### src/rtl/mvm_stream.sv
// mvm_stream: streaming matrix-vector multiplier, y = A * x.
//
// A (M x N, signed B-bit) and x (N entries) are loaded serially through
// data_in and kept in on-chip memories. P MAC lanes then compute the rows,
// with lane l owning rows l, l+P, l+2P, ... Results land in an M-entry buffer
// and are streamed out on data_out under a valid/ready handshake.
//
// Ports:
//   clk, reset           clock, synchronous active-high reset
//   load_matrix          pulse in IDLE: load M*N words of A, row-major
//   load_vector          pulse in IDLE: load N words of x
//   start                pulse in IDLE: compute (needs A and x loaded)
//   data_in_valid/data_in  serial input word, gaps allowed
//   busy                 high in every state except IDLE
//   out_valid/out_ready/data_out  result stream y[0..M-1]
//   done                 one-cycle pulse after y[M-1] is accepted
//
// Optional build macro MVM_RELU_EN: clamps negative results to zero as they
// are written into the output buffer (no latency change).
module mvm_stream #(
  parameter int M     = 8,
  parameter int N     = 8,
  parameter int B     = 8,
  parameter int P     = 2,
  parameter int G     = 1,
  parameter int ACC_W = 2*B + $clog2(N)
) (
  input  logic                    clk,
  input  logic                    reset,
  input  logic                    load_matrix,
  input  logic                    load_vector,
  input  logic                    start,
  input  logic                    data_in_valid,
  input  logic signed [B-1:0]     data_in,
  output logic                    busy,
  output logic                    out_valid,
  input  logic                    out_ready,
  output logic signed [ACC_W-1:0] data_out,
  output logic                    done
);
  localparam int RG = M / P;          // row groups
  localparam int AD = RG * N;         // words per lane bank of A
  localparam int CT = AD + G + 1;     // COMPUTE cycles
  localparam int AW = (AD > 1) ? $clog2(AD) : 1;
  localparam int XW = (N > 1) ? $clog2(N) : 1;
  localparam int GW = (RG > 1) ? $clog2(RG) : 1;
  localparam int LW = (P > 1) ? $clog2(P) : 1;
  localparam int CW = $clog2(CT);

  localparam logic [XW-1:0] COL_LAST   = XW'(N - 1);
  localparam logic [GW-1:0] GRP_LAST   = GW'(RG - 1);
  localparam logic [LW-1:0] LANE_LAST  = LW'(P - 1);
  localparam logic [AW-1:0] ROW_REWIND = AW'(N - 1);
  localparam logic [CW-1:0] RD_END     = CW'(AD);
  localparam logic [CW-1:0] CMP_LAST   = CW'(CT - 1);

  typedef enum logic [2:0] {IDLE, LOAD_M, LOAD_V, COMPUTE, DRAIN} state_t;
  state_t state_reg, state_next;

  // A is banked per lane so every lane reads its own row each cycle.
  logic signed [B-1:0]     a_mem [P][AD];
  logic signed [B-1:0]     x_mem [N];
  logic signed [ACC_W-1:0] y_mem [P][RG];

  logic          m_loaded, v_loaded;
  logic [XW-1:0] ld_col;
  logic [LW-1:0] ld_lane;
  logic [GW-1:0] ld_grp;
  logic [AW-1:0] ld_addr;
  logic [CW-1:0] cmp_cnt;
  logic [AW-1:0] rd_addr;
  logic [XW-1:0] rd_col;
  logic [GW-1:0] rd_grp;
  logic [LW-1:0] out_lane, nxt_lane;
  logic [GW-1:0] out_grp, nxt_grp;
  logic          rd_en, ld_m_last, ld_v_last, out_last;

  logic signed [B-1:0] x_q;
  logic                s1_valid, s1_first, s1_last;
  logic [GW-1:0]       s1_grp;
  logic                acc_valid, acc_first, acc_last;
  logic [GW-1:0]       acc_grp;
  logic signed [ACC_W-1:0] lane_res [P];

  assign ld_m_last = data_in_valid && (ld_col == COL_LAST) &&
                     (ld_lane == LANE_LAST) && (ld_grp == GRP_LAST);
  assign ld_v_last = data_in_valid && (ld_col == COL_LAST);
  assign rd_en     = (state_reg == COMPUTE) && (cmp_cnt < RD_END);
  assign out_last  = (out_lane == LANE_LAST) && (out_grp == GRP_LAST);

  always_comb begin
    nxt_lane = out_lane + 1'b1;
    nxt_grp  = out_grp;
    if (out_lane == LANE_LAST) begin
      nxt_lane = '0;
      nxt_grp  = out_grp + 1'b1;
    end
  end

  // ---------------- FSM ----------------
  always_ff @(posedge clk) begin
    if (reset) state_reg <= IDLE;
    else       state_reg <= state_next;
  end

  always_comb begin
    state_next = state_reg;
    case (state_reg)
      IDLE: begin
        if (load_matrix)                           state_next = LOAD_M;
        else if (load_vector)                      state_next = LOAD_V;
        else if (start && m_loaded && v_loaded)    state_next = COMPUTE;
      end
      LOAD_M:  if (ld_m_last) state_next = IDLE;
      LOAD_V:  if (ld_v_last) state_next = IDLE;
      COMPUTE: if (cmp_cnt == CMP_LAST) state_next = DRAIN;
      DRAIN:   if (out_ready && out_last) state_next = IDLE;
      default: state_next = IDLE;
    endcase
  end

  always_comb begin
    busy      = (state_reg != IDLE);
    out_valid = (state_reg == DRAIN);
  end

  // ---------------- control counters and output register ----------------
  always_ff @(posedge clk) begin
    if (reset) begin
      m_loaded <= 1'b0;  v_loaded <= 1'b0;
      ld_col   <= '0;    ld_lane  <= '0;  ld_grp <= '0;  ld_addr <= '0;
      cmp_cnt  <= '0;    rd_addr  <= '0;  rd_col <= '0;  rd_grp  <= '0;
      out_lane <= '0;    out_grp  <= '0;
      done     <= 1'b0;  data_out <= '0;
    end else begin
      done <= 1'b0;
      case (state_reg)
        IDLE: begin
          ld_col   <= '0;  ld_lane <= '0;  ld_grp <= '0;  ld_addr <= '0;
          cmp_cnt  <= '0;  rd_addr <= '0;  rd_col <= '0;  rd_grp  <= '0;
          out_lane <= '0;  out_grp <= '0;
          // A partially overwritten buffer is not a valid operand.
          if (load_matrix)      m_loaded <= 1'b0;
          else if (load_vector) v_loaded <= 1'b0;
        end
        LOAD_M: if (data_in_valid) begin
          if (ld_col == COL_LAST) begin
            ld_col <= '0;
            if (ld_lane == LANE_LAST) begin
              // next row belongs to lane 0 of the next group
              ld_lane <= '0;
              ld_grp  <= ld_grp + 1'b1;
              ld_addr <= ld_addr + 1'b1;
              if (ld_grp == GRP_LAST) m_loaded <= 1'b1;
            end else begin
              // next row goes to the next lane at the same group base
              ld_lane <= ld_lane + 1'b1;
              ld_addr <= ld_addr - ROW_REWIND;
            end
          end else begin
            ld_col  <= ld_col + 1'b1;
            ld_addr <= ld_addr + 1'b1;
          end
        end
        LOAD_V: if (data_in_valid) begin
          if (ld_col == COL_LAST) begin
            ld_col   <= '0;
            v_loaded <= 1'b1;
          end else begin
            ld_col <= ld_col + 1'b1;
          end
        end
        COMPUTE: begin
          cmp_cnt <= cmp_cnt + 1'b1;
          if (rd_en) begin
            rd_addr <= rd_addr + 1'b1;
            if (rd_col == COL_LAST) begin
              rd_col <= '0;
              rd_grp <= rd_grp + 1'b1;
            end else begin
              rd_col <= rd_col + 1'b1;
            end
          end
          // y[0] may be written on this very edge when there is one group
          if (cmp_cnt == CMP_LAST)
            data_out <= (acc_valid && acc_last && acc_grp == '0) ? lane_res[0]
                                                                 : y_mem[0][0];
        end
        DRAIN: if (out_ready) begin
          if (out_last) begin
            done <= 1'b1;
          end else begin
            out_lane <= nxt_lane;
            out_grp  <= nxt_grp;
            data_out <= y_mem[nxt_lane][nxt_grp];
          end
        end
        default: ;
      endcase
    end
  end

  // ---------------- memories ----------------
  always_ff @(posedge clk) begin
    if (!reset) begin
      if (state_reg == LOAD_M && data_in_valid) a_mem[ld_lane][ld_addr] <= data_in;
      if (state_reg == LOAD_V && data_in_valid) x_mem[ld_col] <= data_in;
      for (int l = 0; l < P; l++)
        if (acc_valid && acc_last) y_mem[l][acc_grp] <= lane_res[l];
    end
  end

  // ---------------- shared pipeline tags ----------------
  always_ff @(posedge clk) begin
    x_q      <= x_mem[rd_col];
    s1_first <= (rd_col == '0);
    s1_last  <= (rd_col == COL_LAST);
    s1_grp   <= rd_grp;
    if (reset) s1_valid <= 1'b0;
    else       s1_valid <= rd_en;
  end

  generate
    if (G == 1) begin : g_tag_piped
      always_ff @(posedge clk) begin
        acc_first <= s1_first;
        acc_last  <= s1_last;
        acc_grp   <= s1_grp;
        if (reset) acc_valid <= 1'b0;
        else       acc_valid <= s1_valid;
      end
    end else begin : g_tag_direct
      assign acc_valid = s1_valid;
      assign acc_first = s1_first;
      assign acc_last  = s1_last;
      assign acc_grp   = s1_grp;
    end
  endgenerate

  // ---------------- MAC lanes ----------------
  for (genvar gi = 0; gi < P; gi++) begin : g_lane
    logic signed [B-1:0]     a_q;
    logic signed [2*B-1:0]   prod;
    logic signed [ACC_W-1:0] term, acc_reg, acc_sum;

    always_ff @(posedge clk) a_q <= a_mem[gi][rd_addr];

    assign prod = (2*B)'(a_q) * (2*B)'(x_q);

    if (G == 1) begin : g_preg
      logic signed [2*B-1:0] prod_reg;
      always_ff @(posedge clk) prod_reg <= prod;
      assign term = ACC_W'(prod_reg);
    end else begin : g_pcomb
      assign term = ACC_W'(prod);
    end

    // first column of a row restarts the sum instead of adding to it
    assign acc_sum = acc_first ? term : acc_reg + term;

    always_ff @(posedge clk) begin
      if (reset)          acc_reg <= '0;
      else if (acc_valid) acc_reg <= acc_sum;
    end

`ifdef MVM_RELU_EN
    assign lane_res[gi] = acc_sum[ACC_W-1] ? '0 : acc_sum;
`else
    assign lane_res[gi] = acc_sum;
`endif
  end

endmodule

### config.mk
export PLATFORM = sky130hd
export DESIGN_NAME = mvm_stream
export DESIGN_NICKNAME = d
export VERILOG_FILES = /design/src/rtl/mvm_stream.sv
export SDC_FILE = /design/constraint.sdc
export NUM_CORES = 1
export LEC_CHECK = 0
export BUFFER_PORTS_ARGS = -buffer_cell sky130_fd_sc_hd__buf_4
export CAP_MARGIN = 25
export CORE_MARGIN = 5
export CORE_UTILIZATION = 38
export CTS_BUF_LIST = sky130_fd_sc_hd__clkbuf_8
export DETAILED_ROUTE_END_ITERATION = 8
export SKIP_CTS_REPAIR_TIMING = 1
export SYNTH_ARGS = -nofsm -noshare
export SYNTH_HDL_FRONTEND = slang
export SYNTH_SLANG_ARGS = --single-unit
### constraint.sdc
create_clock -name clk -period 6.2 [get_ports clk]
set_input_delay 1.86 -clock clk [delete_from_list [all_inputs] [get_ports clk]]
set_output_delay 1.86 -clock clk [all_outputs]
set_load 0.02 [all_outputs]
==> impl_metrics.ini <==
[run_status]
run_status = completed

[logic_synthesis]
yosysSeqAreaShare = 0.6144
async_reset_ff_frac = 0
avgSynthCellArea_um2 = 15.20
netlist_area_um2 = 40760
synthDominantCellAreaShare = 0.5363
ys_types = 78
synth_area_leaders = edfxtp_1 54%, mux4_2 12%, dfxtp_1 7.8%
synth-edff-count = 728
ys_ff_latch = 887
synth_cells = 2682
yosys_warnings = 0
yosysTopAreaCell = edfxtp_1
synth_ff_type = edfxtp_1
synth_nets = 2917

[layout]
final_util = 0.4285
nets = 3020
final_cell_mix = 728 x edfxtp_1, 257 x inv_1, 224 x nor2_1
layout_commonest_cell = edfxtp_1
reg_top3 = a_mem (512), y_mem (152), x_mem (64)
drive_gt1_frac = 0.1856
syn_to_final_growth_pct = 12.22
nFillCells = 9446
largest_reg_flops = 512
largest_register = a_mem

[grt]
antenna_found_initial = 10
grt_pass1_wl_um = 138800
grt_max_degree = 73
grt_pass1_vias = 23650
grt_usage = 0.1589
overflow = 0

[timing]
setup-violations-final = 0
clock-skew-final_ps = 44.37
fin_tns_setup_ps = 0
rsz0062_at_grt = no
final_max_slew_viol_count = 0
fin_crit_sh = 0.7384
finalHoldViolCount = 0
slew_headroom = 0.2847
tightest_slew_ps = 1072
fmax_mhz = 218.4
period_needed_ps = 4578

[placement]
place.gp.congestion = 0.8145
place_hpwl_um = 57970
port-buffer-count = 36

[route]
vias = 22600
first_iter_violations = 1767
wirelength_um = 89460
drt-pass1-iter-count = 7
via_per_inst = 5.236
ant_nets = 0
drcViolationCount = 0
wl_per_cell_um = 20.73

[min_path]
hold_class = reg2reg

[clock_network]
clk_latency_ps = 830
cts.sink_count = 887
cts-buffers-inserted = 149
clk_pin_slew_worst_paths_ps = 60
cts_max_path_buffers = 3
ctsHtreeMaxLevel = 4
cts_root_buffer = clkbuf_8
cts_tree = built

[pwr]
power.total_mw = 15.88
max-vdd-ir-drop_mv = 0.2471
leakage_nw = 15.71
powerDensity_nw_per_um2 = 347.3

[die]
initial_core_util = 0.3818
dieArea_um2 = 113900
core_um2 = 106800
die_y_um = 337.5
ios = 37
row_count = 120
die_x_um = 337.5

[worst_setup_path]
critical_path_class = reg2reg
required_ps = 6870
crit_arrival_ps = 5250
cp-start-kind = register
worst-path-max-fanout = 18
critPathCaptureType = register

[flow_run]
max_cap_violations = 0
cell usage after synthesis, types with 32 or more instances:
cell type    n
mux4_2     214
inv_1      205
edfxtp_1   728
nand2_1    139
and2_1      93
xnor2_1     34
fa_1       112
a211oi_1    32
a21oi_1     71
clkbuf_1    78
dfxtp_1    159
o21ai_0     37
ha_1       108
nor2_1     226
nor3_1      35
worst paths after layout:
check                             endpoint  slack (ps)    start  cells past startpoint
min                               acc_last         320  s1_last                      0
max          g_lane[1].g_preg.prod_reg[14]        1620   x_q[7]                     16
min reg2reg                       acc_last         320  s1_last                      0
max reg2reg  g_lane[1].g_preg.prod_reg[14]        1620   x_q[7]                     16
cell type report:
| cell class | count | area, µm² | area share |
|---|---|---|---|
| Multi-Input combinational cell | 1472 | 14520 | 0.3174 |
| Clock inverter | 118 | 900.9 | 0.01970 |
| Timing Repair Buffer | 67 | 558.0 | 0.01220 |
| Inverter | 208 | 780.7 | 0.01707 |
| Clock buffer | 157 | 2161 | 0.04724 |
| Tap cell | 1403 | 1755 | 0.03838 |
| Antenna cell | 4 | 10.01 | 0.0002188 |
| Sequential cell | 887 | 25060 | 0.5478 |
through the flow:
| stage | setup slack, ps | cell area [µm²] | hold WS (ps) | cells |
|---|---|---|---|---|
| after floorplan | 1328 | 40770 | 309.6 | 2682 |
| after global placement | 1670 | 42590 | 314.0 | 4031 |
| after detailed placement | 1640 | 42610 | 312.1 | 4034 |
| after CTS | 1053 | 45680 | 323.3 | 4309 |
| after global routing | 1192 | 45730 | 327.7 | 4313 |
| final | 1622 | 45740 | 323.9 | 4316 |
critical path, cell delays in order (launching register included):
cell and delay, ps:
dfxtp_1 740, nand2b_1 160, fa_1 470, fa_1 490, inv_1 50, fa_1 470, inv_1 50, fa_1 480
inv_1 40, ha_1 310, o21ai_0 120, a21boi_1 120, o21ai_0 170, nand2_1 100, a311oi_1 430, nand3b_1 160
nand3_1 80
logic make-up after synthesis:
| group | after synthesis | synth area share |
|---|---|---|
| buf+inv | 323 | 0.03033 |
| compound gates | 302 | 0.04939 |
| mux | 275 | 0.1341 |
| xor+xnor | 52 | 0.01117 |
| fa+ha+maj | 220 | 0.08816 |
| simple gates | 623 | 0.07238 |
| flops | 887 | 0.6144 |
layer usage:
layer / part of all wire / vias to the layer above / track usage
met5: 0.00021 / - / 0
met4: 0.027 / 4 / 0.05512
met3: 0.058 / 133 / 0.03365
met2: 0.48 / 649 / 0.2606
met1: 0.43 / 11550 / 0.2116
li1: - / 10260 / -
where the power goes:
part	total [mW]	switching, mW	internal, mW
Combinational	3.68	2.16	1.51
Sequential	6.92	0.153	6.76
Clock	5.29	2.40	2.89
Total	15.9	4.72	11.2
(Power assumes the default switching activity.)
